[src/rtl/ctu_scan_seq_pkg.sv]
// Shared types and constants for the CTU scan-test sequencer.
package ctu_scan_seq_pkg;

    localparam int LEN_W_DEF = 16;
    localparam int CAP_W_DEF = 4;
    localparam int PAT_W_DEF = 8;

    // A configured chain length or capture count of zero runs as this value.
    localparam int ZERO_FIX = 1;

    typedef enum logic [7:0] {
        ST_IDLE     = 8'b0000_0001,
        ST_SETUP    = 8'b0000_0010,
        ST_SHIFT    = 8'b0000_0100,
        ST_SETTLE_A = 8'b0000_1000,
        ST_CAPTURE  = 8'b0001_0000,
        ST_SETTLE_B = 8'b0010_0000,
        ST_UNLOAD   = 8'b0100_0000,
        ST_DONE     = 8'b1000_0000
    } state_e;

endpackage

[src/rtl/ctu_scan_seq_ctl_if.sv]
// Control/status bundle between the CTU and the scan sequencer.
interface ctu_scan_seq_ctl_if
    import ctu_scan_seq_pkg::*;
#(
    parameter int LEN_W = LEN_W_DEF,
    parameter int CAP_W = CAP_W_DEF,
    parameter int PAT_W = PAT_W_DEF
);
    logic             start;
    logic             cfg_short_chain;
    logic [LEN_W-1:0] cfg_long_len;
    logic [LEN_W-1:0] cfg_short_len;
    logic [CAP_W-1:0] cfg_cap_cyc;
    logic [PAT_W-1:0] cfg_num_pat;
    logic             abort_req;
    logic             global_shift_enable;
    logic             ctu_tst_short_chain;
    logic             capture_en;
    logic             busy;
    logic             done;
    logic             aborted;

    modport master (
        output start, cfg_short_chain, cfg_long_len, cfg_short_len,
               cfg_cap_cyc, cfg_num_pat, abort_req,
        input  global_shift_enable, ctu_tst_short_chain, capture_en,
               busy, done, aborted
    );

    modport slave (
        input  start, cfg_short_chain, cfg_long_len, cfg_short_len,
               cfg_cap_cyc, cfg_num_pat, abort_req,
        output global_shift_enable, ctu_tst_short_chain, capture_en,
               busy, done, aborted
    );

endinterface

[src/rtl/ctu_scan_seq_cnt.sv]
// Loadable down-counter; tc flags the last counted cycle (count == 1).
module ctu_scan_seq_cnt #(
    parameter int W = 8
) (
    input  logic         clk,
    input  logic         rst_l,
    input  logic         load,
    input  logic [W-1:0] load_val,
    input  logic         dec,
    output logic         tc
);
    logic [W-1:0] cnt_r;

    // Count register: load has priority, decrement saturates at zero.
    always_ff @(posedge clk) begin
        if (!rst_l) begin
            cnt_r <= {W{1'b0}};
        end else if (load) begin
            cnt_r <= load_val;
        end else if (dec && (cnt_r != {W{1'b0}})) begin
            cnt_r <= cnt_r - W'(1);
        end else begin
            cnt_r <= cnt_r;
        end
    end

    assign tc = (cnt_r == W'(1));

endmodule

[src/rtl/ctu_scan_seq_ctl.sv]
// Scan-test sequencer: shift / settle / capture / settle per pattern, then unload.
// Optional abort support is enabled by defining CTU_SCAN_SEQ_ABORT_EN.
module ctu_scan_seq_ctl
    import ctu_scan_seq_pkg::*;
#(
    parameter int LEN_W = LEN_W_DEF,
    parameter int CAP_W = CAP_W_DEF,
    parameter int PAT_W = PAT_W_DEF
) (
    input  logic                clk,
    input  logic                rst_l,
    ctu_scan_seq_ctl_if.slave   bus
);
    state_e           state_r;
    state_e           state_nxt_s;
    state_e           fsm_nxt_s;

    logic [LEN_W-1:0] len_r;
    logic [LEN_W-1:0] len_sel_s;
    logic [LEN_W-1:0] len_fix_s;
    logic [CAP_W-1:0] cap_r;
    logic [CAP_W-1:0] cap_fix_s;
    logic [PAT_W-1:0] pat_r;

    logic short_r;
    logic gse_r;
    logic cap_en_r;
    logic busy_r;
    logic done_r;
    logic aborted_r;

    logic launch_s;
    logic abort_s;
    logic sh_load_s, sh_dec_s, sh_tc_s;
    logic cp_load_s, cp_dec_s, cp_tc_s;
    logic pt_load_s, pt_dec_s, pt_tc_s;

    assign launch_s = (state_r == ST_IDLE) && bus.start;

`ifdef CTU_SCAN_SEQ_ABORT_EN
    assign abort_s = bus.abort_req && (state_r != ST_IDLE) && (state_r != ST_DONE);
`else
    assign abort_s = 1'b0;
`endif

    // Chain-length selection and zero fix-up of the incoming configuration.
    always_comb begin
        len_sel_s = bus.cfg_short_chain ? bus.cfg_short_len : bus.cfg_long_len;
        if (len_sel_s == {LEN_W{1'b0}}) begin
            len_fix_s = LEN_W'(ZERO_FIX);
        end else begin
            len_fix_s = len_sel_s;
        end
        if (bus.cfg_cap_cyc == {CAP_W{1'b0}}) begin
            cap_fix_s = CAP_W'(ZERO_FIX);
        end else begin
            cap_fix_s = bus.cfg_cap_cyc;
        end
    end

    // Next-state decode; an accepted abort overrides the normal transition.
    always_comb begin
        fsm_nxt_s = state_r;
        case (state_r)
            ST_IDLE: begin
                if (bus.start) fsm_nxt_s = ST_SETUP;
                else           fsm_nxt_s = ST_IDLE;
            end
            ST_SETUP: begin
                if (pat_r == {PAT_W{1'b0}}) fsm_nxt_s = ST_DONE;
                else                        fsm_nxt_s = ST_SHIFT;
            end
            ST_SHIFT: begin
                if (sh_tc_s) fsm_nxt_s = ST_SETTLE_A;
                else         fsm_nxt_s = ST_SHIFT;
            end
            ST_SETTLE_A: fsm_nxt_s = ST_CAPTURE;
            ST_CAPTURE: begin
                if (cp_tc_s) fsm_nxt_s = ST_SETTLE_B;
                else         fsm_nxt_s = ST_CAPTURE;
            end
            ST_SETTLE_B: begin
                if (pt_tc_s) fsm_nxt_s = ST_UNLOAD;
                else         fsm_nxt_s = ST_SHIFT;
            end
            ST_UNLOAD: begin
                if (sh_tc_s) fsm_nxt_s = ST_DONE;
                else         fsm_nxt_s = ST_UNLOAD;
            end
            ST_DONE: fsm_nxt_s = ST_IDLE;
            default: fsm_nxt_s = ST_IDLE;
        endcase
        state_nxt_s = abort_s ? ST_IDLE : fsm_nxt_s;
    end

    // Counter controls: each counter loads on entry to the state it times.
    always_comb begin
        sh_load_s = ((state_nxt_s == ST_SHIFT)  && (state_r != ST_SHIFT)) ||
                    ((state_nxt_s == ST_UNLOAD) && (state_r != ST_UNLOAD));
        sh_dec_s  = (state_r == ST_SHIFT) || (state_r == ST_UNLOAD);
        cp_load_s = (state_nxt_s == ST_CAPTURE) && (state_r != ST_CAPTURE);
        cp_dec_s  = (state_r == ST_CAPTURE);
        pt_load_s = (state_r == ST_SETUP);
        pt_dec_s  = (state_r == ST_SETTLE_B);
    end

    ctu_scan_seq_cnt #(.W(LEN_W)) u_shift_cnt (
        .clk      (clk),
        .rst_l    (rst_l),
        .load     (sh_load_s),
        .load_val (len_r),
        .dec      (sh_dec_s),
        .tc       (sh_tc_s)
    );

    ctu_scan_seq_cnt #(.W(CAP_W)) u_cap_cnt (
        .clk      (clk),
        .rst_l    (rst_l),
        .load     (cp_load_s),
        .load_val (cap_r),
        .dec      (cp_dec_s),
        .tc       (cp_tc_s)
    );

    ctu_scan_seq_cnt #(.W(PAT_W)) u_pat_cnt (
        .clk      (clk),
        .rst_l    (rst_l),
        .load     (pt_load_s),
        .load_val (pat_r),
        .dec      (pt_dec_s),
        .tc       (pt_tc_s)
    );

    // State register.
    always_ff @(posedge clk) begin
        if (!rst_l) begin
            state_r <= ST_IDLE;
        end else begin
            state_r <= state_nxt_s;
        end
    end

    // Configuration snapshot taken when a sequence is launched.
    always_ff @(posedge clk) begin
        if (!rst_l) begin
            len_r <= {LEN_W{1'b0}};
            cap_r <= {CAP_W{1'b0}};
            pat_r <= {PAT_W{1'b0}};
        end else if (launch_s) begin
            len_r <= len_fix_s;
            cap_r <= cap_fix_s;
            pat_r <= bus.cfg_num_pat;
        end else begin
            len_r <= len_r;
            cap_r <= cap_r;
            pat_r <= pat_r;
        end
    end

    // Registered outputs decoded from the next state so they align with it.
    always_ff @(posedge clk) begin
        if (!rst_l) begin
            gse_r     <= 1'b0;
            cap_en_r  <= 1'b0;
            busy_r    <= 1'b0;
            done_r    <= 1'b0;
            aborted_r <= 1'b0;
            short_r   <= 1'b0;
        end else begin
            gse_r     <= (state_nxt_s == ST_SHIFT) || (state_nxt_s == ST_UNLOAD);
            cap_en_r  <= (state_nxt_s == ST_CAPTURE);
            busy_r    <= (state_nxt_s != ST_IDLE);
            done_r    <= (state_nxt_s == ST_DONE);
            aborted_r <= abort_s;
            if (launch_s) begin
                short_r <= bus.cfg_short_chain;
            end else if (state_nxt_s == ST_IDLE) begin
                short_r <= 1'b0;
            end else begin
                short_r <= short_r;
            end
        end
    end

    assign bus.global_shift_enable = gse_r;
    assign bus.capture_en          = cap_en_r;
    assign bus.busy                = busy_r;
    assign bus.done                = done_r;
    assign bus.aborted             = aborted_r;
    assign bus.ctu_tst_short_chain = short_r;

endmodule

[src/flat_wrapper.sv]
// flat-port wrapper written by rule: the top's interface ports become plain ports
module ctu_scan_seq_ctl_flat import ctu_scan_seq_pkg::*;
#(
    parameter int LEN_W = LEN_W_DEF,
    parameter int CAP_W = CAP_W_DEF,
    parameter int PAT_W = PAT_W_DEF
)
  (clk, rst_l, bus_start, bus_cfg_short_chain, bus_cfg_long_len, bus_cfg_short_len, bus_cfg_cap_cyc, bus_cfg_num_pat, bus_abort_req, bus_global_shift_enable, bus_ctu_tst_short_chain, bus_capture_en, bus_busy, bus_done, bus_aborted);
  ctu_scan_seq_ctl_if #(.LEN_W(LEN_W), .CAP_W(CAP_W), .PAT_W(PAT_W)) bus_i ();
  input  logic clk;
  input  logic rst_l;
  input wire logic [$bits(bus_i.start)-1:0] bus_start;
  input wire logic [$bits(bus_i.cfg_short_chain)-1:0] bus_cfg_short_chain;
  input wire logic [$bits(bus_i.cfg_long_len)-1:0] bus_cfg_long_len;
  input wire logic [$bits(bus_i.cfg_short_len)-1:0] bus_cfg_short_len;
  input wire logic [$bits(bus_i.cfg_cap_cyc)-1:0] bus_cfg_cap_cyc;
  input wire logic [$bits(bus_i.cfg_num_pat)-1:0] bus_cfg_num_pat;
  input wire logic [$bits(bus_i.abort_req)-1:0] bus_abort_req;
  output wire logic [$bits(bus_i.global_shift_enable)-1:0] bus_global_shift_enable;
  output wire logic [$bits(bus_i.ctu_tst_short_chain)-1:0] bus_ctu_tst_short_chain;
  output wire logic [$bits(bus_i.capture_en)-1:0] bus_capture_en;
  output wire logic [$bits(bus_i.busy)-1:0] bus_busy;
  output wire logic [$bits(bus_i.done)-1:0] bus_done;
  output wire logic [$bits(bus_i.aborted)-1:0] bus_aborted;
  assign bus_i.start = bus_start;
  assign bus_i.cfg_short_chain = bus_cfg_short_chain;
  assign bus_i.cfg_long_len = bus_cfg_long_len;
  assign bus_i.cfg_short_len = bus_cfg_short_len;
  assign bus_i.cfg_cap_cyc = bus_cfg_cap_cyc;
  assign bus_i.cfg_num_pat = bus_cfg_num_pat;
  assign bus_i.abort_req = bus_abort_req;
  assign bus_global_shift_enable = bus_i.global_shift_enable;
  assign bus_ctu_tst_short_chain = bus_i.ctu_tst_short_chain;
  assign bus_capture_en = bus_i.capture_en;
  assign bus_busy = bus_i.busy;
  assign bus_done = bus_i.done;
  assign bus_aborted = bus_i.aborted;
  ctu_scan_seq_ctl #(.LEN_W(LEN_W), .CAP_W(CAP_W), .PAT_W(PAT_W)) u_core (.clk(clk), .rst_l(rst_l), .bus(bus_i));
endmodule
[config.mk]
export PLATFORM = sky130hd
export DESIGN_NAME = ctu_scan_seq_ctl_flat
export DESIGN_NICKNAME = d
export VERILOG_FILES = /design/src/rtl/ctu_scan_seq_pkg.sv /design/src/rtl/ctu_scan_seq_ctl_if.sv /design/src/rtl/ctu_scan_seq_cnt.sv /design/src/rtl/ctu_scan_seq_ctl.sv /design/src/flat_wrapper.sv
export SDC_FILE = /design/constraint.sdc
export NUM_CORES = 1
export LEC_CHECK = 0
export CAP_MARGIN = 5
export CORE_MARGIN = 5
export CORE_UTILIZATION = 35
export DETAILED_ROUTE_END_ITERATION = 10
export GPL_TIMING_DRIVEN = 0
export PLACE_DENSITY = 0.66
export SLEW_MARGIN = 30
export SYNTH_ARGS = -nofsm -noshare
export SYNTH_HDL_FRONTEND = slang
export SYNTH_SLANG_ARGS = --single-unit
[constraint.sdc]
create_clock -name clk -period 2 [get_ports clk]
set_input_delay 0.2 -clock clk [delete_from_list [all_inputs] [get_ports clk]]
set_output_delay 0.2 -clock clk [all_outputs]
set_load 0.005 [all_outputs]
==> out/qor.tcl, run 1 <==
set qor(outcome) {completed}
set qor(fp.coreArea_um2) 10180
set qor(rsz_0062_raised_after_global_routing) {true}
set qor(worstSetupStartpointType) {flop}
set qor(gpl.final_weighted_congestion) 0.8574
set qor(ys_async_sr_fraction) 0
set qor(clk-insertion-delay-late_ns) 0.35
set qor(synth_seq_cells) 69
set qor(antenna_violations_before_repair) 0
set qor(chipWidth_um) 111.7
set qor(drt_first_iter_violations) 183
set qor(synth-seq-area-share) 0.3815
set qor(netlist-cell-type-count) 64
set qor(max-vdd-ir-drop_v) 0.0002759
set qor(route.vias.total) 3389
set qor(drv_slew) 0
set qor(detail_route.drc_violations) 0
set qor(bufs_on_longest_clock_path) 2
set qor(end_kind) {flop}
set qor(power_density_nw_per_um2) 649.4
set qor(final_net_count) 553
set qor(finalClockSkew_ns) 0.008141
set qor(yosys.area.top_type_share) 0.3815
set qor(global_route.usage.total) 0.1618
set qor(cts.sinks) 69
set qor(mapped_cells) 428
set qor(timing.final.setup_violations) 0
set qor(die-area_um2) 12480
set qor(rr_worst_depth) 6
set qor(cts_buffers) 9
set qor(start_util) 0.3555
set qor(drtAntennaViolNets) 0
set qor(clkSlewWorstSetupHoldPaths_ns) 0.07
set qor(p_leak_nw) 1.762
set qor(grt_start_max_net_pins) 11
set qor(netlist_top_cells_area) {dfxtp_1 (38%), a21oi_1 (4.6%), nand2_1 (4.5%)}
set qor(synth.largest_area_cell) {dfxtp_1}
set qor(finalCritPeriodShare) 0.9750
set qor(finalSetupTns_ns) 0
set qor(route.detailed.vias_per_inst) 5.354
set qor(area.growth.synth_to_final_pct) 29.27
set qor(yosysMostFrequentCell) {dfxtp_1}
set qor(diodes) 0
set qor(buffer_ports.inserted) 51
set qor(fmax_ghz) 0.5128
set qor(synth_top_cells_by_count) {dfxtp_1 (69), nand2_1 (43), nor2_1 (37)}
set qor(syn-cell-area_um2) 3621
set qor(report.final.hold_viol_count) 0
set qor(yosys_warnings) 0
set qor(timing.max_slew.rel_slack) 0.4274
set qor(grt_pass1_vias) 3380
set qor(holdPathStages) 3
set qor(syn-num-nets) 486
set qor(routed_wl_mm) 9.907
set qor(std_cell_rows) 37
set qor(post_drt_wl_per_cell_um) 15.65
set qor(critPathKind) {reg -> reg}
set qor(first_pass_grt_wire_length_mm) 16.51
set qor(syn-mean-instance-area_um2) 8.460
set qor(boundaryPins) 55
set qor(detail_route.first_pass.iterations) 5
set qor(synth_enable_flop_cells) 0
set qor(grt_overflow_total) 0
set qor(hp-class) {in -> reg}
set qor(dpl.hpwl_mm) 7.445
set qor(cts_hold_buffers) 0
set qor(tightestPinTransition_ns) 0.8511
set qor(hold-worst-slack_ns) 0.4000
set qor(maxCapViolCount) 0
set qor(post_dp_cell_area_um2) 4302
set qor(layout-drive-gt1-share) 0.1469
set qor(synth_ff_type) {dfxtp_1}
set qor(critPathArrivalTime_ns) 2.23
set qor(cp_data_required_time_ns) 2.28
set qor(root_buffer) {clkbuf_8}
set qor(dieHeight_um) 111.7
set qor(tritoncts_clock_tree) {done}
set qor(stdcell_area_um2) 4681
set qor(cts_max_level) 3
set qor(finalWorstPathRequiredPeriod_ns) 1.950
set qor(worst-path-max-fanout) 8
per-stage QoR:
step	worst slack [ns]	std cells	util	power (mW)
4_1_cts	-0.0005598	629	0.4494	3.033
3_3_place_gp	-0.2302	615	0.4224	1.956
5_1_grt	-0.03873	633	0.4596	3.165
6_report	0.05008	633	0.4596	3.040
2_1_floorplan	0.07648	428	-	1.764
3_5_place_dp	-0.2405	615	0.4224	1.968
cell usage in the layout (no fill, tap or decap), types with 3 or more instances in the layout:
cell             instances
nand3_2                  3
nand4_1                  6
dfxtp_1                 64
o21ai_1                  6
buf_6                    3
nand3_1                 11
o21ai_0                  8
xor2_1                  13
nor2_1                  36
nor4_1                  14
nand2_1                 43
a31oi_1                  3
clkbuf_1                11
inv_1                   10
and3_1                   3
nor4_4                   3
mux2i_1                 16
xnor2_1                  5
a21oi_1                 33
o21a_1                   4
nand4b_1                 4
nor3_1                  12
clkdlybuf4s50_1         51
nor3b_1                  3
clkbuf_8                10
buf_4                    9
o211ai_1                 3
dfxtp_2                  3
o31a_1                   3
o21ai_2                  7
a211oi_1                15
buf_2                    3
ha_1                     9
or4_1                    5
nor2b_1                  6
cell type report:
cell class                 count  area [µm²]
fill                        1034        5504
multi-input combinational    322        2193
sequential                    69        1393
timing repair buffer          59       586.8
tap                          136       170.2
clock buffer                  10       127.6
buffer                        21       121.4
inverter                      13       48.80
clock inverter                 3       40.04
flip-flops by register name, indices dropped and copies added (netlist names):
| name | flops |
|---|---|
| u_core.bus.busy | 1 |
| u_core.bus.capture_en | 1 |
| u_core.bus.ctu_tst_short_chain | 1 |
| u_core.bus.done | 1 |
| u_core.bus.global_shift_enable | 1 |
| u_core.cap_r | 4 |
| u_core.len_r | 16 |
| u_core.pat_r | 8 |
| u_core.state_r | 8 |
| u_core.u_cap_cnt.cnt_r | 4 |
| u_core.u_pat_cnt.cnt_r | 8 |
| u_core.u_shift_cnt.cnt_r | 16 |
power by group:
group          leakage (nW)  switching [mW]  internal [mW]  total [mW]
Sequential            0.566          0.0577           1.44        1.49
Clock                0.0878           0.512          0.552        1.06
Combinational          1.11           0.254          0.227       0.482
metal layers:
metal  part of all wire  global-route usage
met5                  0                   0
met4              0.020             0.06650
met3              0.042             0.02826
met1               0.46              0.2150
met2               0.47              0.2598
path summary, 6_finish.rpt:
kind / slack (ns) / startpoint / endpoint
setup / recovery: 0.05 / u_core.state_r[4] / u_core.u_shift_cnt.cnt_r[11]
hold / removal: 0.40 / bus_cfg_num_pat[0] / u_core.pat_r[0]
setup reg to reg: 0.05 / u_core.state_r[4] / u_core.u_shift_cnt.cnt_r[11]
hold reg to reg: 0.46 / u_core.cap_r[1] / u_core.cap_r[1]
cell families after synthesis:
family,Yosys count,synth area share
AO/OA/AOI/OAI,104,0.1904
XOR/XNOR,19,0.04596
adder cells (fa/ha/maj),9,0.03110
buffers and inverters,37,0.04319
flip-flops,69,0.3815
multiplexers,17,0.04837
other,1,0.001036
AND/OR/NAND/NOR,172,0.2585
worst max-delay path, cell delays in order (launching register included):
cell and delay, ns:
dfxtp_4 0.37, or4_4 0.59, nor3_4 0.22, buf_12 0.15, nand3_2 0.09, o32a_1 0.35
a21oi_2 0.13
what timing repair did:
item	in CTS	in global routing
resized for setup	31	32
pin swaps	3	10
buffers inserted	3	5
endpoints found under the hold margin	0	0
setup endpoints to repair	49	51
(Power assumes the default switching activity.)
==> run 2: changes to the inputs <==
--- a/config.mk
+++ b/config.mk
@@ -11,6 +11,7 @@
 export DETAILED_ROUTE_END_ITERATION = 10
 export GPL_TIMING_DRIVEN = 0
 export PLACE_DENSITY = 0.66
+export SETUP_SLACK_MARGIN = 0.02
 export SLEW_MARGIN = 30
 export SYNTH_ARGS = -nofsm -noshare
 export SYNTH_HDL_FRONTEND = slang
==> run 2 against run 1 <==
Net effect: cell area increased by 0.86%; largest power group unchanged; global-route usage hardly changed; worst setup slack worse by 0.016 ns; die area stayed put; wire length increased by 0.52%; critical path depth is the same; via count fell by 0.30%; highest routed layer unchanged; largest cell class unchanged; clock skew is essentially flat; count of clock-buffer cells in the layout did not move; sequential share of layout area decreased by 0.33 points; clock power about the same; maximum frequency down 0.79%.
==> out/qor.tcl, run 2 (same netlist as run 1, synthesis figures left out) <==
set qor(outcome) {completed}
set qor(worstSetupStartpointType) {flop}
set qor(layout.cells.most_common_list) {dfxtp_1 (65), clkdlybuf4s50_1 (51), nand2_1 (42)}
set qor(critPathArrivalTime_ns) 2.24 ;# about the same
set qor(maxCapViolCount) 0 ;# unchanged
set qor(hp-class) {in -> reg}
set qor(final.setup.worst_slack_ns) 0.03445 ;# -0.01562 ns
set qor(hold-worst-slack_ns) 0.4019 ;# +0.001869 ns
set qor(layout-drive-gt1-share) 0.1523 ;# +0.005423
set qor(std_cell_rows) 37 ;# unchanged
set qor(clkSlewWorstSetupHoldPaths_ns) 0.07 ;# about the same
set qor(drv_slew) 0 ;# unchanged
set qor(clk-insertion-delay-late_ns) 0.34 ;# about the same
set qor(buffer_ports.inserted) 51 ;# unchanged
set qor(rsz_0062_raised_after_global_routing) {true}
set qor(routed_wl_mm) 9.959 ;# +0.52%
set qor(power_report.internal_total_mw) 2.220 ;# +0.19%
set qor(fp.coreArea_um2) 10180 ;# unchanged
set qor(report.final.hold_viol_count) 0 ;# unchanged
set qor(worst-path-max-fanout) 8 ;# unchanged
set qor(cp_data_required_time_ns) 2.28 ;# about the same
set qor(drtAntennaViolNets) 0 ;# unchanged
set qor(holdPathStages) 3 ;# unchanged
set qor(pwr-share-clk) 0.348 ;# -0.002
set qor(route.vias.total) 3379 ;# -0.30%
set qor(tritoncts_clock_tree) {done}
set qor(timing.final.setup_violations) 0 ;# unchanged
set qor(antenna_violations_before_repair) 0 ;# unchanged
set qor(power.share.combinational) 0.160 ;# about the same
set qor(area.growth.synth_to_final_pct) 30.37
set qor(biggestRegsByFlops) {u_core.len_r (16), u_core.u_shift_cnt.cnt_r (16)}
set qor(cts_buffers) 9 ;# unchanged
set qor(timing.max_slew.rel_slack) 0.3284 ;# -0.09903
set qor(cts_hold_buffers) 0 ;# unchanged
set qor(grt_start_max_net_pins) 11 ;# unchanged
set qor(dpl.hpwl_mm) 7.445 ;# unchanged
set qor(boundaryPins) 55 ;# unchanged
set qor(sequentialPowerShare) 0.492 ;# about the same
set qor(crit_path_max_incr_delay_ns) 0.59 ;# about the same
set qor(detail_route.drc_violations) 0 ;# unchanged
set qor(power_density_nw_per_um2) 644.9 ;# -0.70%
set qor(die-area_um2) 12480 ;# unchanged
set qor(first_pass_grt_wire_length_mm) 16.50 ;# about the same
set qor(p_leak_nw) 1.786 ;# +1.4%
set qor(dieHeight_um) 111.7 ;# unchanged
set qor(cts.sinks) 69 ;# unchanged
set qor(bufs_on_longest_clock_path) 2 ;# unchanged
set qor(drt_first_iter_violations) 181 ;# -1.1%
set qor(final_net_count) 555 ;# +0.36%
set qor(diodes) 0 ;# unchanged
set qor(finalWorstPathRequiredPeriod_ns) 1.966 ;# +0.01562 ns
set qor(critPathKind) {reg -> reg}
set qor(grt_pass1_vias) 3371 ;# -0.27%
set qor(route.detailed.vias_per_inst) 5.321 ;# -0.61%
set qor(grt_overflow_total) 0 ;# unchanged
set qor(tightestPinTransition_ns) 0.9982 ;# +0.1472 ns
set qor(switching_power_mw) 0.8244 ;# about the same
set qor(max-vdd-ir-drop_v) 0.0002754 ;# -0.18%
set qor(gpl.final_weighted_congestion) 0.8574 ;# unchanged
set qor(detail_route.first_pass.iterations) 4 ;# -1
set qor(root_buffer) {clkbuf_8}
set qor(start_util) 0.3555 ;# unchanged
set qor(crit_chain) {or4_4, nor3_4, buf_12, nand3_4, o32a_1, a21oi_2}
set qor(rr_worst_depth) 6 ;# unchanged
set qor(power.share.switching) 0.2708 ;# -0.0002738
set qor(fmax_ghz) 0.5088 ;# -0.79%
set qor(cpMaxStageDelayCell) {or4_4}
set qor(chipWidth_um) 111.7 ;# unchanged
set qor(finalClockSkew_ns) 0.007778 ;# -0.0003633 ns
set qor(finalSetupTns_ns) 0 ;# unchanged
set qor(end_kind) {flop}
set qor(layout.cells.most_common) {dfxtp_1}
set qor(pre_cts_ws_ns) -0.2405 ;# unchanged
set qor(finalCritPeriodShare) 0.9828 ;# +0.007812
set qor(global_route.usage.total) 0.1617 ;# about the same
set qor(post_drt_wl_per_cell_um) 15.68 ;# +0.21%
set qor(cts_max_level) 3 ;# unchanged
[run 2: what timing repair did]
action                                  CTS  global route
resized for setup                        34            35
endpoints found under the setup margin   50            45
setup buffers                             3             6
pin swaps                                 4             9
hold endpoints to repair                  0             0
[run 2: area by class of cell]
| class | instances | area, µm² |
|---|---|---|
| repair buffers | 60 | 594.3 |
| plain buffers | 22 | 135.1 |
| flip-flops and latches | 69 | 1389 |
| multi-input cells | 322 | 2216 |
| clock buffers | 10 | 127.6 |
| fillers | 1033 | 5464 |
| inverters | 13 | 48.80 |
| well taps | 136 | 170.2 |
| clock inverters | 3 | 40.04 |
[run 2: worst max-delay path, delay by kind of cell (launching register included)]
kind | cells | cell delay [ns]
AO/OA/AOI/OAI | 2 | 0.49
buffers and inverters | 1 | 0.15
flip-flops | 1 | 0.37
AND/OR/NAND/NOR | 3 | 0.90
[run 2: worst paths after layout]
check	endpoint	startpoint	slack (ns)
max	u_core.u_shift_cnt.cnt_r[11]	u_core.state_r[5]	0.03
min	u_core.pat_r[5]	bus_cfg_num_pat[5]	0.40
max reg2reg	u_core.u_shift_cnt.cnt_r[11]	u_core.state_r[5]	0.03
min reg2reg	u_core.cap_r[2]	u_core.cap_r[2]	0.46
[run 2: metal layers]
layer	wire (µm)	vias to the layer above	GRT usage
met1	4607	1572	0.2154
met5	0	-	0
li1	-	1697	-
met4	168	0	0.05921
met2	4806	96	0.2626
met3	375	14	0.02826
[run 2: power by group through the flow]
stage               registers, mW  clock network (mW)  logic (mW)
floorplan                    1.50                   0       0.264
global placement             1.52                   0       0.440
detailed placement           1.52                   0       0.450
CTS                          1.49                1.08       0.462
global route                 1.51                1.13       0.536
finish                       1.50                1.06       0.488
[run 2: metrics by stage]
step / utilization / cell area [µm²] / total power [mW] / std cells
finish: 0.4635 / 4721 / 3.044 / 635
global route: 0.4635 / 4721 / 3.174 / 635
CTS: 0.4507 / 4591 / 3.035 / 630
detailed placement: 0.4224 / 4302 / 1.968 / 615
global placement: 0.4224 / 4302 / 1.956 / 615
floorplan: - / 3621 / 1.764 / 428
==> run 3: changes to the inputs <==
==> constraint.sdc (replaced) <==
create_clock -name clk -period 2 [get_ports clk]
set_input_delay 0.4 -clock clk [delete_from_list [all_inputs] [get_ports clk]]
set_output_delay 0.4 -clock clk [all_outputs]
set_load 0.005 [all_outputs]
==> run 3 against run 2 <==
Net effect: die area stayed put; sequential power barely moved; critical path depth unchanged; cell area increased by 0.13%; largest cell class unchanged.
==> out/qor.tcl, run 3 (same netlist as run 1, synthesis figures left out) <==
set qor(global_route.usage.total) 0.1617 ;# unchanged
set qor(rr_worst_depth) 6 ;# unchanged
set qor(end_kind) {flop}
set qor(finalClockSkew_ns) 0.008911 ;# +0.001133 ns
set qor(critPathKind) {reg -> reg}
set qor(drtAntennaViolNets) 0 ;# unchanged
set qor(start_util) 0.3555 ;# unchanged
set qor(post_drt_wl_per_cell_um) 15.74 ;# +0.39%
set qor(crit_chain) {or4_4, nor3_4, buf_12, nand3_4, o32a_1, a21oi_2}
set qor(area.growth.synth_to_final_pct) 30.55
set qor(std_cell_rows) 37 ;# unchanged
set qor(final.setup.worst_slack_ns) 0.03307 ;# -0.001385 ns
set qor(rr_startpoint) {u_core.state_r[5]}
set qor(boundaryPins) 55 ;# unchanged
set qor(clkSlewWorstSetupHoldPaths_ns) 0.07 ;# about the same
set qor(holdPathStages) 2 ;# -1
set qor(maxCapViolCount) 0 ;# unchanged
set qor(fp.coreArea_um2) 10180 ;# unchanged
set qor(drv_slew) 0 ;# unchanged
set qor(regToRegSetupSlack_ns) 0.03 ;# about the same
set qor(hold-worst-slack_ns) 0.4586 ;# +0.05670 ns
set qor(routed_wl_mm) 9.998 ;# +0.39%
set qor(worstSetupStartpointType) {flop}
set qor(chipWidth_um) 111.7 ;# unchanged
set qor(crit_path_max_incr_delay_ns) 0.59 ;# about the same
set qor(gpl.final_weighted_congestion) 0.8574 ;# unchanged
set qor(antenna_violations_before_repair) 0 ;# unchanged
set qor(worst-path-max-fanout) 8 ;# unchanged
set qor(timing.max_slew.rel_slack) 0.3249 ;# -0.003476
set qor(grt_pass1_vias) 3371 ;# unchanged
set qor(cts_buffers) 9 ;# unchanged
set qor(layout.cells.most_common_list) {dfxtp_1 (65), clkdlybuf4s50_1 (51), nand2_1 (42)}
set qor(finalCritPeriodShare) 0.9835 ;# about the same
set qor(grt_start_max_net_pins) 11 ;# unchanged
set qor(route.detailed.vias_per_inst) 5.348 ;# +0.50%
set qor(die-area_um2) 12480 ;# unchanged
set qor(first_pass_grt_wire_length_mm) 16.50 ;# unchanged
set qor(detail_route.first_pass.iterations) 5 ;# +1
set qor(max-vdd-ir-drop_v) 0.0002754 ;# about the same
set qor(power_density_nw_per_um2) 646.2 ;# +0.20%
set qor(postLayoutCoreUtil) 0.4641 ;# +0.0006140
set qor(cts_max_level) 3 ;# unchanged
set qor(detail_route.drc_violations) 0 ;# unchanged
set qor(min_delay_worst_endpoint) {u_core.cap_r[1]}
set qor(cp.buffers_inverters) 1 ;# unchanged
set qor(outcome) {completed}
set qor(n_fill_cell) 1031 ;# -0.19%
set qor(worst_hold_startpoint) {u_core.cap_r[1]}
set qor(drt_first_iter_violations) 161 ;# -11%
set qor(route.vias.total) 3396 ;# +0.50%
set qor(layout-drive-gt1-share) 0.1543 ;# +0.002004
set qor(critPathArrivalTime_ns) 2.25 ;# about the same
set qor(rsz_0062_raised_after_global_routing) {true}
set qor(sequentialPowerShare) 0.490 ;# -0.002
set qor(diodes) 0 ;# unchanged
set qor(power.share.switching) 0.2732 ;# +0.002376
set qor(power_mw) 3.054 ;# +0.33%
set qor(cpMaxStageDelayCell) {or4_4}
set qor(root_buffer) {clkbuf_8}
set qor(dieHeight_um) 111.7 ;# unchanged
set qor(timing.final.setup_violations) 0 ;# unchanged
set qor(bufs_on_longest_clock_path) 2 ;# unchanged
set qor(finalWorstPathRequiredPeriod_ns) 1.967 ;# +0.001385 ns
set qor(report.final.hold_viol_count) 0 ;# unchanged
set qor(power_report.internal_total_mw) 2.220 ;# about the same
set qor(cp_data_required_time_ns) 2.28 ;# about the same
set qor(layout.cells.most_common) {dfxtp_1}
set qor(power.share.combinational) 0.160 ;# about the same
set qor(finalSetupTns_ns) 0 ;# unchanged
set qor(pwr-share-clk) 0.350 ;# +0.002
set qor(biggestRegsByFlops) {u_core.len_r (16), u_core.u_shift_cnt.cnt_r (16)}
set qor(cts.sinks) 69 ;# unchanged
set qor(p_leak_nw) 1.786 ;# about the same
set qor(fmax_ghz) 0.5084 ;# about the same
set qor(dpl.hpwl_mm) 7.445 ;# unchanged
set qor(critical-path-top-delay-family) {simple AND/OR/NAND/NOR gates}
set qor(tritoncts_clock_tree) {done}
set qor(buffer_ports.inserted) 51 ;# unchanged
set qor(grt_overflow_total) 0 ;# unchanged
set qor(switching_power_mw) 0.8344 ;# +1.2%
set qor(tightestPinTransition_ns) 1.003 ;# +0.005167 ns
set qor(clk-insertion-delay-late_ns) 0.35 ;# about the same
set qor(final_net_count) 555 ;# unchanged
set qor(hp-class) {reg -> reg}
set qor(pre_cts_ws_ns) -0.2911 ;# -0.05064 ns
set qor(r2r_end) {u_core.u_shift_cnt.cnt_r[11]}
run 3: cell counts in the layout (fill, tap and decap cells not counted):
No cell type changed its count.
run 3: stage by stage:
stage	cells	area [µm²]
2_1_floorplan	428	3621
3_3_place_gp	615	4302
3_5_place_dp	615	4302
4_1_cts	630	4591
5_1_grt	635	4727
6_report	635	4727
run 3: worst max path at each step:
| stage | startpoint | to | slack (ns) | cells after the start |
|---|---|---|---|---|
| final | u_core.state_r[5] | u_core.u_shift_cnt.cnt_r[11] | 0.03 | 6 |
| after floorplan | u_core.state_r[6] | u_core.u_shift_cnt.cnt_r[10] | 0.08 | 7 |
| after global placement | bus_cfg_long_len[7] | u_core.len_r[0] | -0.34 | 6 |
| after global routing | u_core.state_r[5] | u_core.u_shift_cnt.cnt_r[13] | -0.05 | 7 |
| after CTS | u_core.u_shift_cnt.cnt_r[0] | u_core.u_shift_cnt.cnt_r[10] | 0.0002 | 8 |
| after detailed placement | bus_cfg_long_len[7] | u_core.len_r[0] | -0.29 | 6 |
run 3: final cells by class:
type | count | area [µm²] | area share
clock buffers | 10 | 127.6 | 0.02700
clock inverters | 3 | 40.04 | 0.008470
repair buffers | 60 | 594.3 | 0.1257
plain buffers | 22 | 135.1 | 0.02859
flip-flops and latches | 69 | 1389 | 0.2938
multi-input cells | 322 | 2222 | 0.4701
inverters | 13 | 48.80 | 0.01032
well taps | 136 | 170.2 | 0.03600
run 3: what timing repair did:
action,CTS,global route
hold endpoints to repair,0,0
pin swaps,4,9
gates resized for setup,34,36
buffers inserted,3,6
hold buffers,0,0
endpoints found under the setup margin,50,46
run 3: power by group through the flow:
stage,Clock (mW),Sequential [mW],Combinational (mW)
4_1_cts,1.08,1.49,0.462
2_1_floorplan,0,1.50,0.264
3_5_place_dp,0,1.52,0.450
6_report,1.07,1.50,0.490
5_1_grt,1.13,1.51,0.537
3_3_place_gp,0,1.52,0.440
run 3: worst register-to-register path: cells and delay by family, from the launching register on:
family,cells,cell delay [ns]
AND/OR/NAND/NOR,3,0.90
AO/OA/AOI/OAI,2,0.49
flip-flops,1,0.37
buffers and inverters,1,0.15
run 3: metal layers:
layer,up-vias,wire (µm),GRT usage
met4,0,172,0.05921
met1,1585,4551,0.2154
li1,1695,-,-
met2,102,4821,0.2626
met5,-,0,0
met3,14,452,0.02826
